<file path="config.mk">
export PLATFORM = sky130hd
export DESIGN_NAME = npu_dot_seq
export DESIGN_NICKNAME = d
export VERILOG_FILES = /design/src/rtl/npu_dot_seq_pkg.sv /design/src/rtl/npu_dot_seq.sv
export SDC_FILE = /design/constraint.sdc
export NUM_CORES = 1
export LEC_CHECK = 0
export ABC_CLOCK_PERIOD_IN_PS = 4700
export BUFFER_PORTS_ARGS = -buffer_cell sky130_fd_sc_hd__buf_2
export CAP_MARGIN = 20
export CORE_AREA = 10 10 239 241
export CTS_CLUSTER_DIAMETER = 100
export DETAILED_ROUTE_END_ITERATION = 16
export DIE_AREA = 0 0 249 251
export PLACE_DENSITY_LB_ADDON = 0.2
export SYNTH_ARGS = -nofsm -noshare
export SYNTH_HDL_FRONTEND = slang
export SYNTH_SLANG_ARGS = --single-unit
</file>
<file path="constraint.sdc">
create_clock -name clk -period 4.7 [get_ports clk]
set_input_delay 0.235 -clock clk [delete_from_list [all_inputs] [get_ports clk]]
set_output_delay 0.235 -clock clk [all_outputs]
set_load 0.01 [all_outputs]
</file>
<file path="src/rtl/npu_dot_seq_pkg.sv">
// Shared types and constants for the NPU dot-product sequencer.
// Latency: n/a (definitions only).
// Backpressure: n/a (definitions only).
package npu_dot_seq_pkg;

    localparam int NPU_LANES = 16;              // INT8 lanes per chunk
    localparam int NPU_DP_W  = NPU_LANES * 8;   // one buffer word = one chunk
    localparam int NPU_ACC_W = 32;              // accumulator / result width

    typedef enum logic [1:0] {
        ST_IDLE   = 2'd0,
        ST_RUN    = 2'd1,
        ST_DRAIN  = 2'd2,
        ST_RESULT = 2'd3
    } state_e;

endpackage

</file>
<file path="src/rtl/npu_dot_seq.sv">
// Sequencer: streams len 128-bit chunks from weight/input buffers into the 16-MAC dot unit and sums the results.
// Latency: accept at T -> reads T+1..T+len -> res_valid at T+len+3 (len==0: res_valid at T+1); 1 chunk/cycle.
// Backpressure: cmd_ready only in IDLE (no queueing); result held on res_valid until res_ready.
//
// Ports: cmd_* command in (len in chunks, word base addresses), abort cancels RUN/DRAIN with no result;
//        w_rd_*/x_rd_* buffer read ports (data 1 cycle after strobe); dp_* dot-unit interface
//        (dp_result registered, 1 cycle after dp_enable); res_* valid/ready final sum; busy = not IDLE.
// Option: define NPU_SEQ_RELU_EN to clamp negative sums to 0 when the result is captured.
module npu_dot_seq
    import npu_dot_seq_pkg::*;
#(
    parameter int LEN_W  = 8,
    parameter int ADDR_W = 12,
    parameter int ACC_W  = NPU_ACC_W
) (
    input  logic                clk,
    input  logic                rst,
    input  logic                cmd_valid,
    output logic                cmd_ready,
    input  logic [LEN_W-1:0]    cmd_len,
    input  logic [ADDR_W-1:0]   cmd_w_base,
    input  logic [ADDR_W-1:0]   cmd_x_base,
    input  logic                abort,
    output logic                w_rd_en,
    output logic [ADDR_W-1:0]   w_rd_addr,
    input  logic [NPU_DP_W-1:0] w_rd_data,
    output logic                x_rd_en,
    output logic [ADDR_W-1:0]   x_rd_addr,
    input  logic [NPU_DP_W-1:0] x_rd_data,
    output logic                dp_enable,
    output logic [NPU_DP_W-1:0] dp_weight,
    output logic [NPU_DP_W-1:0] dp_input,
    input  logic [31:0]         dp_result,
    input  logic                dp_valid,
    output logic                res_valid,
    output logic [ACC_W-1:0]    res_data,
    input  logic                res_ready,
    output logic                busy
);

    state_e                   state_q, state_d;
    logic [LEN_W-1:0]         len_q, len_d;
    logic [ADDR_W-1:0]        w_base_q, w_base_d;
    logic [ADDR_W-1:0]        x_base_q, x_base_d;
    logic [LEN_W-1:0]         issue_cnt_q, issue_cnt_d;
    logic [LEN_W-1:0]         acc_cnt_q, acc_cnt_d;
    logic signed [ACC_W-1:0]  acc_q, acc_d;
    logic [ACC_W-1:0]         res_q, res_d;
    logic                     pipe_vld_q;

    logic                     cmd_fire;
    logic                     rd_en;
    logic                     acc_fire;
    logic                     last_issue;
    logic [LEN_W-1:0]         acc_cnt_inc;

    assign cmd_fire    = (state_q == ST_IDLE) && cmd_valid;
    // Results arriving outside RUN/DRAIN belong to an aborted command and are dropped.
    assign acc_fire    = dp_valid && !abort && ((state_q == ST_RUN) || (state_q == ST_DRAIN));
    assign last_issue  = (issue_cnt_q == (len_q - LEN_W'(1)));
    assign acc_cnt_inc = acc_cnt_q + LEN_W'(1);

    // ---------------- state register ----------------
    always_ff @(posedge clk) begin
        if (rst) begin
            state_q <= ST_IDLE;
        end else begin
            state_q <= state_d;
        end
    end

    // ---------------- next-state logic ----------------
    always_comb begin
        state_d = state_q;
        case (state_q)
            ST_IDLE:   if (cmd_valid) state_d = (cmd_len == '0) ? ST_RESULT : ST_RUN;
            ST_RUN:    if (abort) state_d = ST_IDLE;
                       else if (last_issue) state_d = ST_DRAIN;
            // Compare against the post-increment count so RESULT is entered right after the
            // final chunk lands, not one cycle later.
            ST_DRAIN:  if (abort) state_d = ST_IDLE;
                       else if (acc_fire && (acc_cnt_inc == len_q)) state_d = ST_RESULT;
            ST_RESULT: if (res_ready) state_d = ST_IDLE;
            default:   state_d = ST_IDLE;
        endcase
    end

    // ---------------- outputs ----------------
    always_comb begin
        cmd_ready = (state_q == ST_IDLE);
        busy      = (state_q != ST_IDLE);
        rd_en     = (state_q == ST_RUN) && !abort;
        res_valid = (state_q == ST_RESULT);
    end

    assign w_rd_en   = rd_en;
    assign x_rd_en   = rd_en;
    assign w_rd_addr = w_base_q + ADDR_W'(issue_cnt_q);   // wraps modulo 2^ADDR_W
    assign x_rd_addr = x_base_q + ADDR_W'(issue_cnt_q);
    assign dp_enable = pipe_vld_q;
    assign dp_weight = w_rd_data;
    assign dp_input  = x_rd_data;
    assign res_data  = res_q;

    // ---------------- datapath next-state ----------------
    always_comb begin
        len_d       = len_q;
        w_base_d    = w_base_q;
        x_base_d    = x_base_q;
        issue_cnt_d = issue_cnt_q;
        acc_cnt_d   = acc_cnt_q;
        acc_d       = acc_q;
        res_d       = res_q;

        if (cmd_fire) begin
            len_d       = cmd_len;
            w_base_d    = cmd_w_base;
            x_base_d    = cmd_x_base;
            issue_cnt_d = '0;
            acc_cnt_d   = '0;
            acc_d       = '0;
            res_d       = '0;   // zero-length command reports an empty sum
        end

        if (rd_en) begin
            issue_cnt_d = issue_cnt_q + LEN_W'(1);
        end

        if (acc_fire) begin
            acc_d     = acc_q + ACC_W'($signed(dp_result));
            acc_cnt_d = acc_cnt_inc;
        end

        // Capture once on entry to RESULT so res_data is frozen while it waits for res_ready.
        if ((state_q == ST_DRAIN) && (state_d == ST_RESULT)) begin
`ifdef NPU_SEQ_RELU_EN
            res_d = acc_d[ACC_W-1] ? '0 : acc_d;
`else
            res_d = acc_d;
`endif
        end
    end

    // ---------------- datapath registers ----------------
    always_ff @(posedge clk) begin
        if (rst) begin
            len_q       <= '0;
            w_base_q    <= '0;
            x_base_q    <= '0;
            issue_cnt_q <= '0;
            acc_cnt_q   <= '0;
            acc_q       <= '0;
            res_q       <= '0;
            pipe_vld_q  <= 1'b0;
        end else begin
            len_q       <= len_d;
            w_base_q    <= w_base_d;
            x_base_q    <= x_base_d;
            issue_cnt_q <= issue_cnt_d;
            acc_cnt_q   <= acc_cnt_d;
            acc_q       <= acc_d;
            res_q       <= res_d;
            pipe_vld_q  <= rd_en;   // read data, and so dot-unit operands, arrive one cycle later
        end
    end

endmodule

</file>
# == Yosys cells after proc, flatten, opt, wreduce, memory -nomap -nowiden ==
# Cells that the tools add are included.
# op_classes
addsub,6
n_mul,0
div,0
order_cmp,0
n_eq_ne,6
n_shift,0
muxes,15
bitwise,0
reduce_logical,14
# ops
cell,n
two-way mux 32 bit,4
adder 32 bit,1
adder 12 x 8 -> 12 bit,2
two-way mux 8 bit,3
"adder 8 x 1 -> 8 bit, second input constant",2
== test 8 bit,2
two-way mux 2 bit,7
logical NOT 8 bit,1
one-hot mux 2 bit (4 select lines),1
nonzero test 2 bit,4
"subtractor 8 x 1 -> 8 bit, second input constant",1
"== test 2 bit, second input constant",3
logical AND 1 bit,6
"== test 2 x 1 -> 1 bit, second input constant",1
logical NOT 2 bit,1
logical NOT 1 bit,1
logical OR 1 bit,1
# word_totals
ff_bits,115
latchBits,0
mem_bits_rw,0
romBits,0
inputBits,326
out_inout_bits,318
word_cells,50
n_memories,0

# == Logic depth before layout (Yosys ltp) ==
# Gate-level depths: netlist of the first run.
# depth
word_depth,10
depth_mapped,13

# == Least setup slack after synthesis of the first run ==
# Ideal clock, no wire load.
# synth_path
path_kind,register to register
from,reg acc_q[7]
to,reg res_q[23] (netlist: res_data[23])
setup_time_ps,121
arrival_time_ps,2726
slack_ps,1852
stages_incl_launch_ff,11
path_buffers,0
synth_period_minus_slack_ps,2848
path_cell_list,dfxtp_1 > ha_1 > and3_4 > a31o_1 > a311oi_4 > a21oi_2 > or4_4 > a31oi_1 > xor2_1 > o21ai_0 > mux2_4
# synth_via
elab_chain_len,3
# synth_rtl
element,line_no,source
"start, declared",npu_dot_seq.sv:47,"logic signed [ACC_W-1:0] acc_q, acc_d;"
"start signal, assigned",npu_dot_seq.sv:152,acc_q <= '0;
"start signal, assigned",npu_dot_seq.sv:161,acc_q <= acc_d;
adder 32 bit,npu_dot_seq.sv:130,acc_d = acc_q + ACC_W'($signed(dp_result));
two-way mux 32 bit,npu_dot_seq.sv:129,if (acc_fire) begin
two-way mux 32 bit,npu_dot_seq.sv:135,if ((state_q == ST_DRAIN) && (state_d == ST_RESULT)) begin
"end signal, assigned",npu_dot_seq.sv:162,res_q <= res_d;
"end, declared",npu_dot_seq.sv:48,"logic [ACC_W-1:0] res_q, res_d;"
# No other way between the ends.
# A chain may end at the register's enable or synchronous reset.

# == Worst setup path in the final report of the first run ==
# layout_path
from,reg issue_cnt_q[0]
to,out x_rd_addr[10]
# layout_via
elab_chain_len,1
# layout_rtl
element,line_no,source
"start, declared",npu_dot_seq.sv:45,"logic [LEN_W-1:0] issue_cnt_q, issue_cnt_d;"
"start signal, assigned",npu_dot_seq.sv:159,issue_cnt_q <= issue_cnt_d;
adder 12 x 8 -> 12 bit,npu_dot_seq.sv:99,assign x_rd_addr = x_base_q + ADDR_W'(issue_cnt_q);
"end, declared",npu_dot_seq.sv:28,"output logic [ADDR_W-1:0] x_rd_addr,"
# No other way between the ends.

==> impl_metrics.json, run 1 <==
{
  "outcome": "complete, no violations",
  "final_area_sq_um": 9210,
  "clk_root_buffer_cell": "clkbuf_16",
  "die_y_um": 251,
  "hpwlAfterDp_mm": 25.0,
  "netlist_top_cells_count": "buf_4 (257), nand2_1 (133), dfxtp_1 (115)",
  "post-place-ws_ns": 1.41,
  "start_util_pct": 17.5,
  "r2r_start": "acc_q[0]",
  "nNetsFinal": 1397,
  "antenna_found_initial": 8,
  "grt_pass1_wl_mm": 47.8,
  "worstMarginPinSlew_ns": 0.693,
  "initialDrtViolationCount": 255,
  "async_reset_ff_share_pct": 0,
  "synth_top_area_share_pct": 25.2,
  "synthCells": 1156,
  "totalPowerFinal_uw": 3690,
  "layout_min_cycle_time_ns": 3.31,
  "max_freq_mhz": 302,
  "startpoint_type": "flip-flop",
  "tns_ns": 0,
  "drv_cap": 0,
  "htreeDepth": 4,
  "grt_pass1_vias": 7177,
  "crit_arrival_ns": 3.08,
  "skew_ns": 0.0121,
  "die_area_sq_um": 62500,
  "routabilityCongestion": 0.755,
  "core_area_sq_um": 52200,
  "relSlewSlack_pct": 53.8,
  "ys_types": 70,
  "drv_slew": 0,
  "cts_max_path_buffers": 2,
  "synthTopCellsByArea": "dfxtp_1 (25%), buf_4 (21%), ha_1 (7.4%)",
  "wirelength_mm": 32.4,
  "placed_area_sq_um": 8610,
  "rsz0062_at_grt": "false",
  "grt_overflow": 0,
  "postLayoutCoreUtil_pct": 17.6,
  "finalHoldViolCount": 0,
  "drc": 0,
  "crit_fanout": 7,
  "syn2layout_area_growth_pct": 0.905,
  "synthFlopType": "dfxtp_1",
  "vdd_drop_max_v": 0.000230,
  "yosysSeqAreaShare_pct": 25.2,
  "vias_per_cell": 4.09,
  "cts_setup_buffers": 0,
  "syn_avg_cell_area_sq_um": 7.90,
  "layout_setup_ws_ns": 1.39,
  "required_ns": 4.47,
  "drt-pass1-iter-count": 4,
  "fin_crit_sh_pct": 70.5,
  "syn_area_sq_um": 9130,
  "synth_seq_cells": 115,
  "powerDensity_nw_per_um2": 400,
  "min_delay_path_depth": 3,
  "clk_latency_ns": 0.43,
  "hold_start": "cmd_w_base[10]",
  "r2r_slack_ns": 1.44,
  "yosysMostFrequentCell": "buf_4",
  "setup_violations": 0,
  "power.leakage_uw": 0.00391,
  "syn_nets": 1539,
  "crit_path_end_kind": "output pin",
  "cts_inserted_buffers": 17,
  "fp-row-count": 84,
  "numClockSinks": 115,
  "synth_edf_count": 0,
  "die_x_um": 249,
  "grt_util_all_layers_pct": 10.1,
  "grt_max_degree": 58,
  "cts_hold_buf": 0,
  "synth_top_cell_by_area": "dfxtp_1",
  "drive_above_1_share_pct": 20.9,
  "hold_end": "w_base_q[10]",
  "critPathKind": "flip-flop to output pin",
  "cts.clk_slew.worst_paths_ns": 0.06,
  "postCtsResizedCells": 0,
  "postRouteAntennaNets": 0,
  "rr_endpoint": "res_data[28]",
  "portBuffers": 131,
  "routedWlPerCell_um": 18.9,
  "hp-class": "input port to flip-flop",
  "vias": 7024,
  "cts_tree": "done",
  "r2r_cells": 12,
  "io_pins": 644,
  "yosysWarningCount": 0
}
[where the power goes]
| part | internal [uW] | switching, uW | total, uW |
|---|---|---|---|
| Sequential | 1070 | 91.4 | 1160 |
| Clock | 802 | 552 | 1350 |
| Combinational | 420 | 750 | 1170 |
| Total | 2290 | 1390 | 3690 |
[layout make-up]
| type | instances | area (sq um) |
|---|---|---|
| Antenna cell | 3 | 7.51 |
| Clock buffer | 19 | 443 |
| Clock inverter | 13 | 151 |
| Fill cell | 5892 | 43000 |
| Inverter | 30 | 113 |
| Multi-Input combinational cell | 711 | 4620 |
| Sequential cell | 115 | 2300 |
| Tap cell | 688 | 861 |
| Timing Repair Buffer | 139 | 716 |
[sequential cells by signal (all words and copies together) (netlist names), 2 cells and up]
name and count:
w_base_q 12, x_base_q 12, state_q 2, acc_cnt_q 8
res_data 32, acc_q 32, len_q 8, issue_cnt_q 8
[metal layers]
metal  wire (um)  track usage, %  share of wire [%]
met5          51               0               0.16
met4        1250            4.77                3.9
met3        3230            5.17                 10
met2       14900            16.5                 46
met1       13000            10.6                 40
[cells by family after synthesis]
group,synth area share [%]
DFF,25.2
AOI/OAI and AO/OA,15.4
muxes,2.86
and+or+nand+nor,18.0
adders and majority gates,8.06
xor gates and xnor gates,6.14
buffers and inverters,24.3
[cell usage in the layout, fill, tap and decap left out, types with 7 or more instances in the layout]
cell and instances:
o21ai_0 55, nor3_1 9, nand3_1 45, xnor2_1 37, mux2_4 7, a21o_1 12
xor2_1 27, nand2_1 133, and2_1 20, nor2_1 62, clkbuf_16 17, buf_2 131
ha_1 54, a31oi_1 10, buf_4 8, a21oi_1 86, dfxtp_1 115, nor2b_1 18
a31o_2 7, a211oi_1 8, and3_1 13, mux2_2 13, inv_1 29, nand2b_1 12
[metrics by stage]
stage,hold slack [ns],std cells
floorplan,0.371,1156
global placement,0.445,1683
detailed placement,0.454,1683
CTS,0.00550,1715
global route,0.0238,1716
finish,0.0391,1718
[worst max-delay path, stage by stage, from the launching register on]
cell and delay [ns]:
dfxtp_1 0.53, ha_1 0.24, inv_1 0.05, fa_1 0.41
nor2b_1 0.14, o21ai_0 0.10, a21boi_0 0.24, o21ai_0 0.11
nand2b_1 0.12, a21o_1 0.13, a21o_1 0.14, nand3_1 0.10
xnor2_1 0.17, buf_2 0.16
[how the worst max path moves through the flow]
stage | startpoint | end | slack [ns] | cells after the start
finish | issue_cnt_q[0] | x_rd_addr[10] | 1.39 | 13
global route | issue_cnt_q[0] | w_rd_addr[10] | 1.06 | 13
CTS | issue_cnt_q[1] | x_rd_addr[10] | 1.35 | 12
global placement | dp_result[0] | res_data[28] | 1.48 | 13
floorplan | acc_q[7] | res_data[23] | 1.85 | 10
detailed placement | dp_result[0] | res_data[28] | 1.41 | 13
Note: power is estimated with default switching activity, not from simulation.
==> run 2, diff against run 1 <==
--- a/config.mk
+++ b/config.mk
@@ -5,7 +5,7 @@
 export SDC_FILE = /design/constraint.sdc
 export NUM_CORES = 1
 export LEC_CHECK = 0
-export ABC_CLOCK_PERIOD_IN_PS = 4700
+export ABC_CLOCK_PERIOD_IN_PS = 2700
 export BUFFER_PORTS_ARGS = -buffer_cell sky130_fd_sc_hd__buf_2
 export CAP_MARGIN = 20
 export CORE_AREA = 10 10 239 241
==> constraint.sdc (replaced) <==
create_clock -name clk -period 2.7 [get_ports clk]
set_input_delay 0.135 -clock clk [delete_from_list [all_inputs] [get_ports clk]]
set_output_delay 0.135 -clock clk [all_outputs]
set_load 0.01 [all_outputs]
==> impl_metrics.json, run 2 (synthesized netlist as in run 1, its figures left out) <==
{
  "drt-pass1-iter-count": 4,
  "io_pins": 644,
  "crit_fanout": 6,
  "dp_cells": 1775,
  "die_area_sq_um": 62500,
  "antenna_found_initial": 6,
  "die_y_um": 251,
  "min_delay_path_depth": 2,
  "vdd_drop_max_v": 0.000423,
  "final_cell_count_no_fill": 1858,
  "violations": "setup timing",
  "r2r_cells": 11,
  "grt_pass1_vias": 8007,
  "clk_root_buffer_cell": "clkbuf_16",
  "hold_start": "rst",
  "hold_end": "acc_q[22]",
  "skew_ns": 0.00830,
  "power.leakage_uw": 0.00471,
  "crit_path_end_kind": "flip-flop",
  "cts_inserted_buffers": 17,
  "relSlewSlack_pct": 53.9,
  "cts_tree": "done",
  "layout_setup_ws_ns": -0.0363,
  "grt_util_all_layers_pct": 10.7,
  "core_area_sq_um": 52200,
  "grt_pass1_wl_mm": 51.0,
  "vias_per_cell": 4.07,
  "start_util_pct": 17.5,
  "nNetsFinal": 1537,
  "routabilityCongestion": 0.773,
  "drv_cap": 0,
  "critPathKind": "flip-flop to flip-flop",
  "finalHoldViolCount": 0,
  "drc": 0,
  "startpoint_type": "flip-flop",
  "worstMarginPinSlew_ns": 0.684,
  "outcome": "finished with violations",
  "layout_min_cycle_time_ns": 2.74,
  "tns_ns": -0.330,
  "die_x_um": 249,
  "clk_latency_ns": 0.44,
  "numClockSinks": 115,
  "setup_violations": 18,
  "powerDensity_nw_per_um2": 625,
  "drive_above_1_share_pct": 34.5,
  "hp-class": "input port to flip-flop",
  "postRouteAntennaNets": 0,
  "rsz0062_at_grt": "true",
  "drv_slew": 0,
  "required_ns": 3.03,
  "layout_common_cells": "nand2_1 (131), buf_2 (131), buf_4 (104)",
  "fp-row-count": 84,
  "htreeDepth": 4,
  "initialDrtViolationCount": 254,
  "grt_overflow": 0,
  "routedWlPerCell_um": 18.5,
  "wirelength_mm": 34.4,
  "hpwlAfterDp_mm": 26.5,
  "r2r_start": "len_q[0]",
  "vias": 7558,
  "syn2layout_area_growth_pct": 20.2,
  "rr_endpoint": "res_data[30]",
  "cts_max_path_buffers": 2,
  "fin_crit_sh_pct": 101,
  "grt_max_degree": 54,
  "cts.clk_slew.worst_paths_ns": 0.06,
  "r2r_slack_ns": -0.04,
  "crit_arrival_ns": 3.07,
  "portBuffers": 131,
  "max_freq_mhz": 365
}
-- run 2: cell count changes in the layout (fill, tap and decap cells not counted), moves of 9 or more --
cell           previous run  this run
o21ai_1                   0        11
dfxtp_1                 115       101
dfxtp_2                   0        11
a21oi_2                   1        10
dlygate4sd3_1             0        32
o21ai_0                  55        39
buf_4                     8       104
ha_1                     54        41
ha_4                      0        12
a21oi_1                  86        76
-- run 2: stage by stage --
step                setup WS (ns)  instance area, sq um  power [uW]  hold WS (ns)  utilization [%]
finish                    -0.0363                 11000        6850         0.106             21.0
global placement           -0.470                  9390        4420         0.270             18.0
global route               -0.259                 11000        7330        0.0917             21.0
CTS                       -0.0708                 10500        6870        0.0674             20.1
detailed placement         -0.502                  9390        4410         0.270             18.0
floorplan                 0.00686                  9170        3810         0.271                -
-- run 2: metal layers --
metal | routed length, um | up-vias | part of all wire [%] | GRT usage [%]
met2 | 15700 | 332 | 46 | 17.1
li1 | - | 3671 | - | -
met3 | 3150 | 98 | 9.2 | 5.19
met1 | 14400 | 3453 | 42 | 11.8
met4 | 1070 | 4 | 3.1 | 4.83
met5 | 21 | - | 0.061 | 0
-- run 2: final cells by class --
type                    instances  area (sq um)
diodes                          3          7.51
clock buffers                  22           464
clock inverters                10           108
fillers                      5758         41300
inverters                      30           113
multi-input cells             711          5110
flip-flops and latches        115          2330
well taps                     688           861
repair buffers                279          1980
-- run 2: worst max-delay path by stage --
stage	cells after the start	slack [ns]	endpoint	startpoint
3_5_place_dp	12	-0.50	res_data[29]	acc_q[1]
4_1_cts	13	-0.07	w_rd_addr[10]	issue_cnt_q[0]
2_1_floorplan	10	0.007	res_data[23]	acc_q[3]
5_1_grt	13	-0.26	w_rd_addr[10]	issue_cnt_q[0]
3_3_place_gp	12	-0.47	res_data[29]	acc_q[1]
6_report	11	-0.04	res_data[30]	len_q[0]
-- run 2: repair_timing --
action / 4_1_cts / 5_1_grt
setup endpoints to repair: 46 / 46
hold buffers: 32 / 0
setup buffers: 7 / 8
hold endpoints to repair: 32 / 0
resized for setup: 50 / 72
pin swaps: 23 / 45
gates cloned: 0 / 3
-- run 2: worst max-delay path, stage by stage (launching register included) --
cell      delay [ns]
dfxtp_2         0.33
or4_4           0.55
a211oi_2        0.19
a211oi_2        0.12
nor4b_4         0.27
nand2_1         0.10
a41oi_2         0.19
nand4_1         0.13
buf_6           0.15
buf_12          0.15
buf_12          0.14
mux2_4          0.29
-- run 2: power breakdown --
part	switching, uW	internal [uW]	leakage [uW]
sequential	137	1870	0.000940
clock	899	1400	0.000276
combinational	1490	1060	0.00350
==> run 3, diff against run 2 <==
--- a/config.mk
+++ b/config.mk
@@ -5,13 +5,14 @@
 export SDC_FILE = /design/constraint.sdc
 export NUM_CORES = 1
 export LEC_CHECK = 0
+export ABC_AREA = 1
 export ABC_CLOCK_PERIOD_IN_PS = 2700
 export BUFFER_PORTS_ARGS = -buffer_cell sky130_fd_sc_hd__buf_2
 export CAP_MARGIN = 20
-export CORE_AREA = 10 10 239 241
+export CORE_AREA = 10 10 242 244
 export CTS_CLUSTER_DIAMETER = 100
 export DETAILED_ROUTE_END_ITERATION = 16
-export DIE_AREA = 0 0 249 251
+export DIE_AREA = 0 0 252 254
 export PLACE_DENSITY_LB_ADDON = 0.2
 export SYNTH_ARGS = -nofsm -noshare
 export SYNTH_HDL_FRONTEND = slang
==> impl_metrics.json, run 3 <==
{
  "htreeDepth": 4,
  "cts_inserted_buffers": 17,
  "vias": 8732,
  "crit_path_end_kind": "output pin",
  "critPathKind": "flip-flop to output pin",
  "powerDensity_nw_per_um2": 531,
  "die_y_um": 254,
  "synthFlopType": "dfxtp_1",
  "clk_root_buffer_cell": "clkbuf_16",
  "min_delay_path_depth": 3,
  "grt_overflow": 0,
  "slowest_stage": "fa_2",
  "max_stage_delay_ns": 0.40,
  "cts_tree": "done",
  "netSwitchingPower_uw": 1870,
  "clk_latency_ns": 0.46,
  "skew_ns": 0.00701,
  "tns_ns": 0,
  "layout_min_cycle_time_ns": 2.55,
  "r2r_cells": 14,
  "die_area_sq_um": 64000,
  "ys_types": 40,
  "routabilityCongestion": 0.795,
  "cts_max_path_buffers": 2,
  "postRouteAntennaNets": 0,
  "syn_avg_cell_area_sq_um": 6.65,
  "relSlewSlack_pct": 63.8,
  "synth_top_cell_by_area": "dfxtp_1",
  "required_ns": 2.57,
  "dp_cells": 2051,
  "routedWlPerCell_um": 20.0,
  "layout_common_cells": "nand2_1 (309), inv_1 (159), nor2_1 (146)",
  "drt-pass1-iter-count": 5,
  "synth_edf_count": 0,
  "layout_commonest_cell": "nand2_1",
  "power.leakage_uw": 0.00493,
  "setup_violations": 0,
  "portBuffers": 131,
  "grt_pass1_wl_mm": 60.6,
  "grt_pass1_vias": 8822,
  "crit_arrival_ns": 2.41,
  "core_area_sq_um": 53600,
  "final_cell_count_no_fill": 2110,
  "grt_max_degree": 75,
  "die_x_um": 252,
  "vias_per_cell": 4.14,
  "cts.clk_slew.worst_paths_ns": 0.06,
  "cp-startpoint": "issue_cnt_q[0]",
  "vdd_drop_max_v": 0.000434,
  "io_pins": 644,
  "fin_crit_sh_pct": 94.3,
  "antenna_found_initial": 2,
  "wirelength_mm": 42.3,
  "rsz0062_at_grt": "false",
  "yosysSeqAreaShare_pct": 23.1,
  "syn_nets": 1880,
  "diodes": 0,
  "rr_endpoint": "res_data[16]",
  "layout_setup_ws_ns": 0.154,
  "synthTopCellsByArea": "dfxtp_1 (23%), buf_4 (20%), nand2_1 (12%)",
  "async_reset_ff_share_pct": 0,
  "synthCells": 1497,
  "r2r_start": "acc_q[0]",
  "initialDrtViolationCount": 470,
  "outcome": "complete, no violations",
  "drv_cap": 0,
  "clkPwrFrac_pct": 42.8,
  "netlist_top_cells_count": "nand2_1 (311), buf_4 (262), inv_1 (159)",
  "path_cells": "buf_6 > ha_4 > inv_1 > fa_2 > nor2_2 > a211oi_2 > o21ai_2 > nand3_1 > nand2_2 > xor2_1 > buf_2",
  "hold_end": "len_q[4]",
  "syn_area_sq_um": 9960,
  "crit_fanout": 4,
  "nNetsFinal": 1786,
  "synth_top_area_share_pct": 23.1,
  "yosysWarningCount": 0,
  "hold_start": "cmd_len[4]",
  "worstMarginPinSlew_ns": 0.543,
  "finalHoldViolCount": 0,
  "start_util_pct": 18.6,
  "drive_above_1_share_pct": 17.8,
  "drv_slew": 0,
  "grt_util_all_layers_pct": 13.1,
  "switching_share_pct": 33.2,
  "max_freq_mhz": 393,
  "crit_buf_inv": 3,
  "hp-class": "input port to flip-flop",
  "synth_seq_cells": 115,
  "syn2layout_area_growth_pct": 6.55,
  "internal-power_uw": 3760,
  "postLayoutCoreUtil_pct": 19.8,
  "post-place-ws_ns": 0.128,
  "startpoint_type": "flip-flop",
  "seq_power_share_pct": 33.3,
  "numClockSinks": 115,
  "r2r_slack_ns": 0.23,
  "drc": 0,
  "fp-row-count": 85,
  "cp_top_family": "adder cells",
  "yosysMostFrequentCell": "nand2_1",
  "hpwlAfterDp_mm": 34.6,
  "pwr-share-comb_pct": 23.9
}
-- run 3: area by class of cell --
cell class | instances | area [sq um]
Tap cell | 696 | 871
Timing Repair Buffer | 184 | 1190
Clock inverter | 9 | 129
Clock buffer | 21 | 470
Multi-Input combinational cell | 923 | 5030
Fill cell | 6145 | 43000
Sequential cell | 115 | 2310
Inverter | 162 | 608
-- run 3: cells by family (layout without fill, tap and decap cells) --
logic type / count (synthesis) / count (layout) / synth area share (%)
and+or+nand+nor: 640 / 640 / 28.7
AOI/OAI and AO/OA: 193 / 193 / 10.3
DFF: 115 / 115 / 23.1
buffers and inverters: 459 / 376 / 27.5
adders and majority gates: 57 / 57 / 7.39
xor gates and xnor gates: 33 / 33 / 3.04
-- run 3: layer usage --
layer	vias up	share of wire [%]	track usage (%)
li1	4343	-	-
met5	-	0.050	0.158
met1	3908	38	13.3
met4	4	4.1	6.70
met2	357	49	22.8
met3	120	8.8	5.59
-- run 3: how the worst max path moves through the flow --
stage / end / depth (start not counted)
after global placement: w_rd_addr[11] / 11
after detailed placement: w_rd_addr[11] / 11
after floorplan: x_rd_addr[10] / 12
final: w_rd_addr[8] / 11
after global routing: w_rd_addr[10] / 12
after CTS: w_rd_addr[11] / 11
-- run 3: per-stage QoR --
stage | instance area (sq um) | total power (uW) | hold WS (ns)
floorplan | 9960 | 3100 | 0.302
global placement | 9610 | 3250 | 0.270
detailed placement | 9610 | 3240 | 0.270
CTS | 10600 | 5780 | 0.00448
global route | 10600 | 6000 | 0.0385
finish | 10600 | 5630 | 0.0388
-- run 3: worst reg2reg max path, cell delays in order, from the launching register on --
cell	delay, ns
dfxtp_1	0.33
ha_1	0.17
inv_1	0.06
fa_1	0.38
o21ai_1	0.30
buf_4	0.18
nand3_1	0.06
nand2_1	0.20
buf_4	0.18
nand2_1	0.06
nand3b_1	0.09
nand3_1	0.08
a21oi_1	0.17
nand3_1	0.09
nand2_1	0.08
-- run 3: repair_timing --
item | in CTS | in global routing
pin swaps | 9 | 2
hold buffers | 26 | 0
endpoints found under the hold margin | 26 | 0
resized for setup | 20 | 11
setup endpoints to repair | 7 | 29
buffers inserted | 2 | 1
-- run 3: power by group through the flow --
stage / Clock (uW) / Sequential, uW / Combinational (uW)
global route: 2580 / 1890 / 1530
global placement: 0 / 1910 / 1340
detailed placement: 0 / 1910 / 1330
CTS: 2530 / 1880 / 1380
floorplan: 0 / 1880 / 1220
finish: 2410 / 1870 / 1350
